===== src/rtl/mc_control_if.sv =====
// mc_control_if: unified instruction/data memory handshake between the
// multicycle controller (master) and the memory (slave).
interface mc_control_if;
    logic mem_read;
    logic mem_write;
    logic iord;
    logic mem_ready;

    modport master (
        output mem_read,
        output mem_write,
        output iord,
        input  mem_ready
    );

    modport slave (
        input  mem_read,
        input  mem_write,
        input  iord,
        output mem_ready
    );
endinterface


===== src/rtl/mc_control.sv =====
// mc_control: multicycle main controller for the MIPS-subset CPU.
// Sequences fetch/decode/execute/memory/writeback over a shared ALU and a
// unified memory port, stalling on the memory ready handshake.
// Optional feature: define MC_CONTROL_ADDI_EN to decode addi (ADDIEX/ADDIWB);
// otherwise opcode 001000 is illegal.
module mc_control (
    input  logic              clk,
    input  logic              rst_n,
    mc_control_if.master      mem,
    input  logic [5:0]        opcode,
    input  logic              zero,
    output logic              ir_write,
    output logic              pc_en,
    output logic [1:0]        pc_src,
    output logic              alu_src_a,
    output logic [1:0]        alu_src_b,
    output logic [1:0]        aluop,
    output logic              reg_write,
    output logic              reg_dst,
    output logic              mem_to_reg,
    output logic [3:0]        state,
    output logic              illegal
);

    localparam logic [5:0] OP_R    = 6'b000000;
    localparam logic [5:0] OP_LW   = 6'b100011;
    localparam logic [5:0] OP_SW   = 6'b101011;
    localparam logic [5:0] OP_BEQ  = 6'b000100;
    localparam logic [5:0] OP_J    = 6'b000010;
    localparam logic [5:0] OP_ADDI = 6'b001000;

    typedef enum logic [3:0] {
        FETCH  = 4'd0,
        DECODE = 4'd1,
        MEMADR = 4'd2,
        MEMRD  = 4'd3,
        MEMWB  = 4'd4,
        MEMWR  = 4'd5,
        EXEC   = 4'd6,
        ALUWB  = 4'd7,
        BRANCH = 4'd8,
        JUMP   = 4'd9,
        ADDIEX = 4'd10,
        ADDIWB = 4'd11
    } state_t;

    state_t cur, nxt;

    assign state = cur;

    // State register; reset forces FETCH and aborts any instruction in flight.
    always_ff @(posedge clk or negedge rst_n) begin
        if (!rst_n) begin
            cur <= FETCH;
        end else begin
            cur <= nxt;
        end
    end

    // Next-state and output decode; every output is forced low while in reset
    // so no strobe or write can leak out before the first fetch.
    always_comb begin
        nxt           = FETCH;
        mem.mem_read  = 1'b0;
        mem.mem_write = 1'b0;
        mem.iord      = 1'b0;
        ir_write      = 1'b0;
        pc_en         = 1'b0;
        pc_src        = '0;
        alu_src_a     = 1'b0;
        alu_src_b     = '0;
        aluop         = '0;
        reg_write     = 1'b0;
        reg_dst       = 1'b0;
        mem_to_reg    = 1'b0;
        illegal       = 1'b0;

        case (cur)
            FETCH: begin
                mem.mem_read = 1'b1;
                alu_src_b    = 2'b01;
                ir_write     = mem.mem_ready;
                pc_en        = mem.mem_ready;
                nxt          = mem.mem_ready ? DECODE : FETCH;
            end
            DECODE: begin
                alu_src_b = 2'b11;
                case (opcode)
                    OP_LW, OP_SW: nxt = MEMADR;
                    OP_R:         nxt = EXEC;
                    OP_BEQ:       nxt = BRANCH;
                    OP_J:         nxt = JUMP;
`ifdef MC_CONTROL_ADDI_EN
                    OP_ADDI:      nxt = ADDIEX;
`endif
                    default: begin
                        illegal = 1'b1;
                        nxt     = FETCH;
                    end
                endcase
            end
            MEMADR: begin
                alu_src_a = 1'b1;
                alu_src_b = 2'b10;
                if (opcode == OP_LW) begin
                    nxt = MEMRD;
                end else if (opcode == OP_SW) begin
                    nxt = MEMWR;
                end else begin
                    nxt = FETCH;
                end
            end
            MEMRD: begin
                mem.mem_read = 1'b1;
                mem.iord     = 1'b1;
                nxt          = mem.mem_ready ? MEMWB : MEMRD;
            end
            MEMWB: begin
                reg_write  = 1'b1;
                mem_to_reg = 1'b1;
            end
            MEMWR: begin
                mem.mem_write = 1'b1;
                mem.iord      = 1'b1;
                nxt           = mem.mem_ready ? FETCH : MEMWR;
            end
            EXEC: begin
                alu_src_a = 1'b1;
                aluop     = 2'b10;
                nxt       = ALUWB;
            end
            ALUWB: begin
                reg_write = 1'b1;
                reg_dst   = 1'b1;
            end
            BRANCH: begin
                alu_src_a = 1'b1;
                aluop     = 2'b01;
                pc_src    = 2'b01;
                pc_en     = zero;
            end
            JUMP: begin
                pc_src = 2'b10;
                pc_en  = 1'b1;
            end
`ifdef MC_CONTROL_ADDI_EN
            ADDIEX: begin
                alu_src_a = 1'b1;
                alu_src_b = 2'b10;
                nxt       = ADDIWB;
            end
            ADDIWB: begin
                reg_write = 1'b1;
            end
`endif
            default: begin
                nxt = FETCH;
            end
        endcase

        if (!rst_n) begin
            mem.mem_read  = 1'b0;
            mem.mem_write = 1'b0;
            mem.iord      = 1'b0;
            ir_write      = 1'b0;
            pc_en         = 1'b0;
            pc_src        = '0;
            alu_src_a     = 1'b0;
            alu_src_b     = '0;
            aluop         = '0;
            reg_write     = 1'b0;
            reg_dst       = 1'b0;
            mem_to_reg    = 1'b0;
            illegal       = 1'b0;
        end
    end

endmodule


===== src/flat_wrapper.sv =====
// flat-port wrapper written by rule: the top's interface ports become plain ports
module mc_control_flat 
  (clk, rst_n, opcode, zero, ir_write, pc_en, pc_src, alu_src_a, alu_src_b, aluop, reg_write, reg_dst, mem_to_reg, state, illegal, mem_mem_read, mem_mem_write, mem_iord, mem_mem_ready);
  mc_control_if mem_i ();
  input  logic clk;
  input  logic rst_n;
  input  logic [5:0] opcode;
  input  logic zero;
  output logic ir_write;
  output logic pc_en;
  output logic [1:0] pc_src;
  output logic alu_src_a;
  output logic [1:0] alu_src_b;
  output logic [1:0] aluop;
  output logic reg_write;
  output logic reg_dst;
  output logic mem_to_reg;
  output logic [3:0] state;
  output logic illegal;
  output wire logic [$bits(mem_i.mem_read)-1:0] mem_mem_read;
  output wire logic [$bits(mem_i.mem_write)-1:0] mem_mem_write;
  output wire logic [$bits(mem_i.iord)-1:0] mem_iord;
  input wire logic [$bits(mem_i.mem_ready)-1:0] mem_mem_ready;
  assign mem_mem_read = mem_i.mem_read;
  assign mem_mem_write = mem_i.mem_write;
  assign mem_iord = mem_i.iord;
  assign mem_i.mem_ready = mem_mem_ready;
  mc_control u_core (.clk(clk), .rst_n(rst_n), .mem(mem_i), .opcode(opcode), .zero(zero), .ir_write(ir_write), .pc_en(pc_en), .pc_src(pc_src), .alu_src_a(alu_src_a), .alu_src_b(alu_src_b), .aluop(aluop), .reg_write(reg_write), .reg_dst(reg_dst), .mem_to_reg(mem_to_reg), .state(state), .illegal(illegal));
endmodule

===== config.mk =====
export PLATFORM = sky130hd
export DESIGN_NAME = mc_control_flat
export DESIGN_NICKNAME = d
export VERILOG_FILES = /design/src/rtl/mc_control_if.sv /design/src/rtl/mc_control.sv /design/src/flat_wrapper.sv
export SDC_FILE = /design/constraint.sdc
export NUM_CORES = 1
export LEC_CHECK = 0
export BUFFER_PORTS_ARGS = -buffer_cell sky130_fd_sc_hd__clkbuf_2
export CAP_MARGIN = 10
export CORE_AREA = 2 2 39 41
export CTS_CLUSTER_DIAMETER = 200
export DETAILED_ROUTE_END_ITERATION = 8
export DIE_AREA = 0 0 41 43
export GPL_ROUTABILITY_DRIVEN = 0
export PLACE_DENSITY = 0.72
export SETUP_SLACK_MARGIN = 0.15
export SLEW_MARGIN = 20
export SYNTH_ARGS = -nofsm -noshare
export SYNTH_HDL_FRONTEND = slang
export SYNTH_SLANG_ARGS = --single-unit

===== constraint.sdc =====
create_clock -name clk -period 4.2 [get_ports clk]
set_input_delay 0.63 -clock clk [delete_from_list [all_inputs] [get_ports clk]]
set_output_delay 0.63 -clock clk [all_outputs]
set_load 0.05 [all_outputs]

==> metrics.md, run 1 <==
| Metric | Value |
|---|---|
| Rows | `14` |
| Hold buffers post-CTS | `0` |
| Max reg flops | `4` |
| Hpwl dp | `956.9 µm` |
| Final core occ | `48.73%` |
| P_leak | `0.0003305 µW` |
| Crit path buf inv count | `2` |
| Final setup fails | `0` |
| Footprint of the multi-input gates | `382.9 µm²` |
| RSZ-0062 raised after global routing | `false` |
| Final Skew | `0.6733 ps` |
| Slew Limit Fails | `0` |
| Final worst slack | `1680 ps` |
| Die X | `41 µm` |
| Placed Area | `651.9 µm²` |
| Hold Path Class | `input port to async pin` |
| DRT antenna net count | `0` |
| Dpl ws | `1683 ps` |
| Synth Register Bits | `4` |
| Final wirelength | `1.270 mm` |
| PortBufs | `29` |
| Count of different cell masters after synthesis | `30` |
| CTS tree | `done` |
| Vias/cell | `5.412` |
| Final Hold Vio Count | `0` |
| 1st-iter DRT viols | `5` |
| Register area share after synthesis | `19.61%` |
| Setup CP Type | `input port to output pin` |
| Top post-synthesis cells by area | `dfrtp_1 20%, nor2_1 7.4%, nor2b_1 6.1%` |
| Worst path required time | `3570 ps` |
| TritonCTS Sinks | `4` |
| Final Cycle Share | `60.00%` |
| Worst Tran Pin Value | `561.4 ps` |
| First-pass GRT wire length | `1.856 mm` |
| Setup TNS | `0 ps` |
| Setup crit end kind | `output pin` |
| CTS H-Tree Depth | `1` |
| Clock network fraction of design power | `31.5%` |
| Critical path's largest stage delay | `390 ps` |
| Synth top area share | `19.61%` |
| Die ar. | `0.001763 mm²` |
| Num CTS Buffers | `3` |
| Longest Clk Path Bufs | `2` |
| Power per cell area | `216.8 mW/mm²` |
| Root Buffer | `clkbuf_4` |
| Post-synth EDFFs | `0` |
| Cell area after layout | `674.4 µm²` |
| Share of layout cells above drive strength 1 | `35.71%` |
| Clk Latency, worst-skew pair | `230 ps` |
| Sequential Power Share | `31.6%` |
| Mapped Nets | `81` |
| Tot GR Track Use | `15.41%` |
| Top cells by count, synth | `10 x nor2_1, 6 x nand2_1, 5 x nor2b_1` |
| Crit-path cells | `clkbuf_2, or3_4, or3_1, nand3_1, a21oi_1, clkbuf_2` |
| Gate power share | `36.9%` |
| Drt pass-1 iters | `4` |
| FILL cells | `138` |
| CP Data Arrival Time | `1890 ps` |
| Mapped Cells | `71` |
| Startpoint types | `input port` |
| Final Critical Period | `2520 ps` |
| Gr ovfl total | `0` |
| Vias | `617` |
| Number of global-route vias before repair | `473` |
| Cell Area, Synth | `510.5 µm²` |
| Initial antenna violation count | `0` |
| Drt drc | `0` |
| Post-cts sizing count | `0` |
| Largest net degree at the start of global routing | `21` |
| Seq. cell area | `100.1 µm²` |
| Antenna fix cells | `0` |
| Post-CTS setup buffers | `0` |
| Area delta synth->final | `32.11%` |
| Core region area | `0.001384 mm²` |
| Fmax | `396.8 MHz` |
| Final #Nets | `110` |
| Overall die height | `43 µm` |
| Most frequent cell after synthesis | `nor2_1` |
| YS warnings | `0` |
| Largest area contributor in the netlist | `dfrtp_1` |
| Ys flop type | `dfrtp_1` |
| Clock slew at reported path FFs | `40 ps` |
| DR WL/cell | `11.14 µm` |
| Mean Syn Cell Area | `7.190 µm²` |
| Slowest CP cell | `or3_4` |
| Net Sw Frac | `39.19%` |
| Max-Cap Viols | `0` |
| Slew HR | `62.57%` |
| Int Power | `88.92 µW` |
| P_sw | `57.30 µW` |
| Initial Util | `36.89%` |
| Async SR Flop Fraction | `100.0%` |
| CP dominant cell by count | `clkbuf_2` |
| Run status | `complete, no violations` |
| Worst Path Max Fanout | `4` |
| CP top delay family | `simple AND/OR/NAND/NOR gates` |
| Worst IR Drop VDD | `0.1647 mV` |
| Ports | `30` |
[area by class of cell]
type	instances	area share, %
clock buffers	3	3.340
inverters	1	0.5566
multi-input cells	61	56.77
flip-flops and latches	4	14.84
well taps	16	2.968
repair buffers	29	21.52
[metrics by stage]
step | cells | power [µW] | hold slack (ps)
3_3_place_gp | 111 | 100.5 | 481.3
2_1_floorplan | 71 | 86.29 | 334.4
5_1_grt | 114 | 157.9 | 231.8
4_1_cts | 114 | 149.4 | 232.1
6_report | 114 | 146.2 | 237.2
3_5_place_dp | 111 | 100.9 | 480.4
[cells in the final DEF, fill, tap and decap left out, types with 2 or more instances in the layout]
master	netlist	final
nand3_1	4	4
nor3_1	4	4
nor2b_1	5	5
clkbuf_4	0	3
a22oi_1	2	2
clkbuf_2	0	29
nand2b_1	2	2
nand2_1	6	6
o21ai_0	3	3
nor2_1	10	10
nor3b_1	4	4
a21oi_1	4	4
or3_1	2	2
dfrtp_1	4	4
[power by group through the flow]
| stage | clock network, µW | logic [µW] | registers, µW |
|---|---|---|---|
| 2_1_floorplan | 0 | 40.0 | 46.3 |
| 3_3_place_gp | 0 | 54.0 | 46.5 |
| 3_5_place_dp | 0 | 54.3 | 46.6 |
| 4_1_cts | 48.9 | 54.4 | 46.1 |
| 5_1_grt | 52.5 | 58.3 | 47.0 |
| 6_report | 46.1 | 53.9 | 46.2 |
[per-layer routing]
layer / global-route usage [%] / up-vias / routed length (µm)
met3: 4.712 / 0 / 103
met1: 17.86 / 276 / 595
li1: - / 315 / -
met4: 6.000 / 0 / 0
met2: 25.00 / 26 / 571
met5: 0 / - / 0
[path summary, 6_finish.rpt]
kind                                  from               to  slack, ps  cells after the start
min in group clk                 opcode[3]  u_core.state[1]        670                      2
hold / removal                       rst_n  u_core.state[3]        240                      1
setup / recovery                 opcode[5]          illegal       1680                      6
max in group asynchronous            rst_n  u_core.state[1]       3790                      1
setup reg to reg           u_core.state[0]  u_core.state[0]       2580                      4
hold reg to reg            u_core.state[3]  u_core.state[3]        780                      1
[cells by family after synthesis]
kind of cell / after synthesis / synth area share, %
flip-flops: 4 / 19.61
XOR/XNOR: 2 / 3.432
AO/OA/AOI/OAI: 12 / 14.95
buffers and inverters: 6 / 5.391
AND/OR/NAND/NOR: 47 / 56.62
No activity file was read; power rests on OpenSTA's default activity.
==> run 2, diff against run 1 <==
--- a/config.mk
+++ b/config.mk
@@ -7,10 +7,10 @@
 export LEC_CHECK = 0
 export BUFFER_PORTS_ARGS = -buffer_cell sky130_fd_sc_hd__clkbuf_2
 export CAP_MARGIN = 10
-export CORE_AREA = 2 2 39 41
+export CORE_MARGIN = 2
+export CORE_UTILIZATION = 37
 export CTS_CLUSTER_DIAMETER = 200
 export DETAILED_ROUTE_END_ITERATION = 8
-export DIE_AREA = 0 0 41 43
 export GPL_ROUTABILITY_DRIVEN = 0
 export PLACE_DENSITY = 0.72
 export SETUP_SLACK_MARGIN = 0.15
==> constraint.sdc (replaced) <==
create_clock -name clk -period 2.28 [get_ports clk]
set_input_delay 0.342 -clock clk [delete_from_list [all_inputs] [get_ports clk]]
set_output_delay 0.342 -clock clk [all_outputs]
set_load 0.05 [all_outputs]
==> run 2 against run 1 <==
Compared with the run above:
- sequential share of layout area fell by 0.75 points
- combinational power is 99% higher
- power up 100%
- clock power is 120% higher
- flip-flop and latch count is the same
- wire length increased by 4.8%
- final cell count up 0.88%
- worst hold slack better by 110 ps
- count of clock-buffer cells in the layout grew 1
- die area shrank 4.0%
- core utilization is 7.9 points higher
==> metrics.md, run 2 (synthesis results as in run 1) <==
| Metric | Value |
|---|---|
| Hold Slack | `344.2 ps (+107.0 ps)` |
| TritonCTS Sinks | `4 (unchanged)` |
| First-pass GRT wire length | `2.145 mm (+16%)` |
| Drt drc | `0 (unchanged)` |
| Final wirelength | `1.331 mm (+4.8%)` |
| DR WL/cell | `11.57 µm (+3.9%)` |
| Num CTS Buffers | `3 (unchanged)` |
| Final worst slack | `252.0 ps (-1428 ps)` |
| Slew HR | `65.20% (+2.6 points)` |
| Vias/cell | `5.452 (+0.74%)` |
| Placed Area | `698.2 µm² (+7.1%)` |
| Rows | `13 (-1)` |
| Largest net degree at the start of global routing | `21 (unchanged)` |
| Fmax | `493.1 MHz` |
| Ports | `30 (unchanged)` |
| Gr ovfl total | `0 (unchanged)` |
| Commonest non-fill, non-tap cells in the layout | `28 x clkbuf_2, 10 x nor2_1, 6 x nand2_1` |
| Setup CP Type | `flop to output pin` |
| Final setup fails | `0 (unchanged)` |
| Worst Path Max Fanout | `16 (+12)` |
| CTS H-Tree Depth | `1 (unchanged)` |
| Final #Nets | `111 (+0.91%)` |
| Final Cycle Share | `88.95%` |
| Non-Filler Instances | `115 (+0.88%)` |
| DRT antenna net count | `0 (unchanged)` |
| RSZ-0062 raised after global routing | `false` |
| Vias | `627 (+1.6%)` |
| Crit-path cells | `or3b_1, a21oi_4, clkbuf_2` |
| Core region area | `0.001301 mm² (-6.0%)` |
| CP Data Arrival Time | `1690 ps (-200 ps)` |
| Hpwl dp | `1.006 mm (+5.1%)` |
| Initial Util | `39.23% (+2.3 points)` |
| Power per cell area | `402.6 mW/mm² (+86%)` |
| Dpl ws | `314.9 ps (-1368 ps)` |
| Slew Limit Fails | `0 (unchanged)` |
| Root Buffer | `clkbuf_4` |
| Overall die height | `41.15 µm (-4.3%)` |
| Max reg flops | `4 (unchanged)` |
| Final Skew | `9.411 ps (+8.738 ps)` |
| Final Hold Vio Count | `0 (unchanged)` |
| Share of layout cells above drive strength 1 | `45.00% (+9.3 points)` |
| Drt pass-1 iters | `4 (unchanged)` |
| Hold Path Class | `input port to flop` |
| CTS tree | `done` |
| Worst Tran Pin Value | `522.0 ps (-39.45 ps)` |
| Antenna fix cells | `0 (unchanged)` |
| Worst IR Drop VDD | `0.2924 mV (+78%)` |
| Die ar. | `0.001693 mm² (-4.0%)` |
| Max-Cap Viols | `0 (unchanged)` |
| Dpl cells | `110 (-0.90%)` |
| Setup TNS | `0 ps (unchanged)` |
| Area delta synth->final | `44.36%` |
| Crit path buf inv count | `1 (-1)` |
| 1st-iter DRT viols | `9 (+4)` |
| CP top delay family | `flip-flops` |
| Slowest CP cell | `dfrtp_1` |
| Post-CTS setup buffers | `0 (unchanged)` |
| Clk Latency, worst-skew pair | `240 ps (about the same)` |
| Clock slew at reported path FFs | `40 ps (about the same)` |
| Tot GR Track Use | `18.77% (+3.4 points)` |
| Die X | `41.15 µm (+0.35%)` |
| Initial antenna violation count | `0 (unchanged)` |
| Worst path required time | `1940 ps (-1630 ps)` |
| Run status | `complete, no violations` |
| Longest Clk Path Bufs | `2 (unchanged)` |
| Number of global-route vias before repair | `531 (+12%)` |
| PortBufs | `29 (unchanged)` |
| P_leak | `0.0003425 µW (+3.6%)` |
| Startpoint types | `flop` |
| Setup crit end kind | `output pin` |
| Most common cell after layout, fill and taps aside | `clkbuf_2` |
| Final Critical Period | `2028 ps` |
| Critical path's largest stage delay | `560 ps (+170 ps)` |
| Cell area after layout | `737.0 µm² (+9.3%)` |
[run 2: layer usage]
metal	share of wire, %	global-route usage [%]
met1	45	22.15
met2	50	34.38
met3	3.8	3.261
met4	0.98	4.839
met5	0	0
[run 2: where the power goes]
group	leakage, µW	switching, µW	total (µW)	internal (µW)
Clock	0.0000150	35.8	102	66.1
Combinational	0.000278	71.9	107	35.4
Sequential	0.0000498	13.5	87.5	73.9
[run 2: area by class of cell]
type | count | area, µm²
sequential | 4 | 103.9
timing repair buffer | 30 | 155.1
multi-input combinational | 61 | 429.2
inverter | 1 | 3.754
fill | 131 | 564.3
tap | 15 | 18.77
clock buffer | 4 | 26.28
[run 2: worst paths after layout]
check / from / endpoint / slack, ps / cells after the start
max: u_core.state[2] / pc_en / 250 / 3
min: opcode[3] / u_core.state[1] / 340 / 2
max reg2reg: u_core.state[0] / u_core.state[0] / 760 / 4
min reg2reg: u_core.state[3] / u_core.state[3] / 640 / 1
max in group asynchronous: rst_n / u_core.state[1] / 1520 / 2
min in group asynchronous: rst_n / u_core.state[0] / 560 / 2
[run 2: timing repair]
action	CTS	global route
resized for setup	0	3
hold endpoints to repair	4	0
endpoints found under the setup margin	0	8
hold buffers	1	0
[run 2: metrics by stage]
step	util [%]	total power, µW
5_1_grt	56.63	313.1
6_report	56.63	296.7
4_1_cts	56.44	298.1
2_1_floorplan	-	167.2
3_5_place_dp	53.65	194.8
3_3_place_gp	53.65	192.6
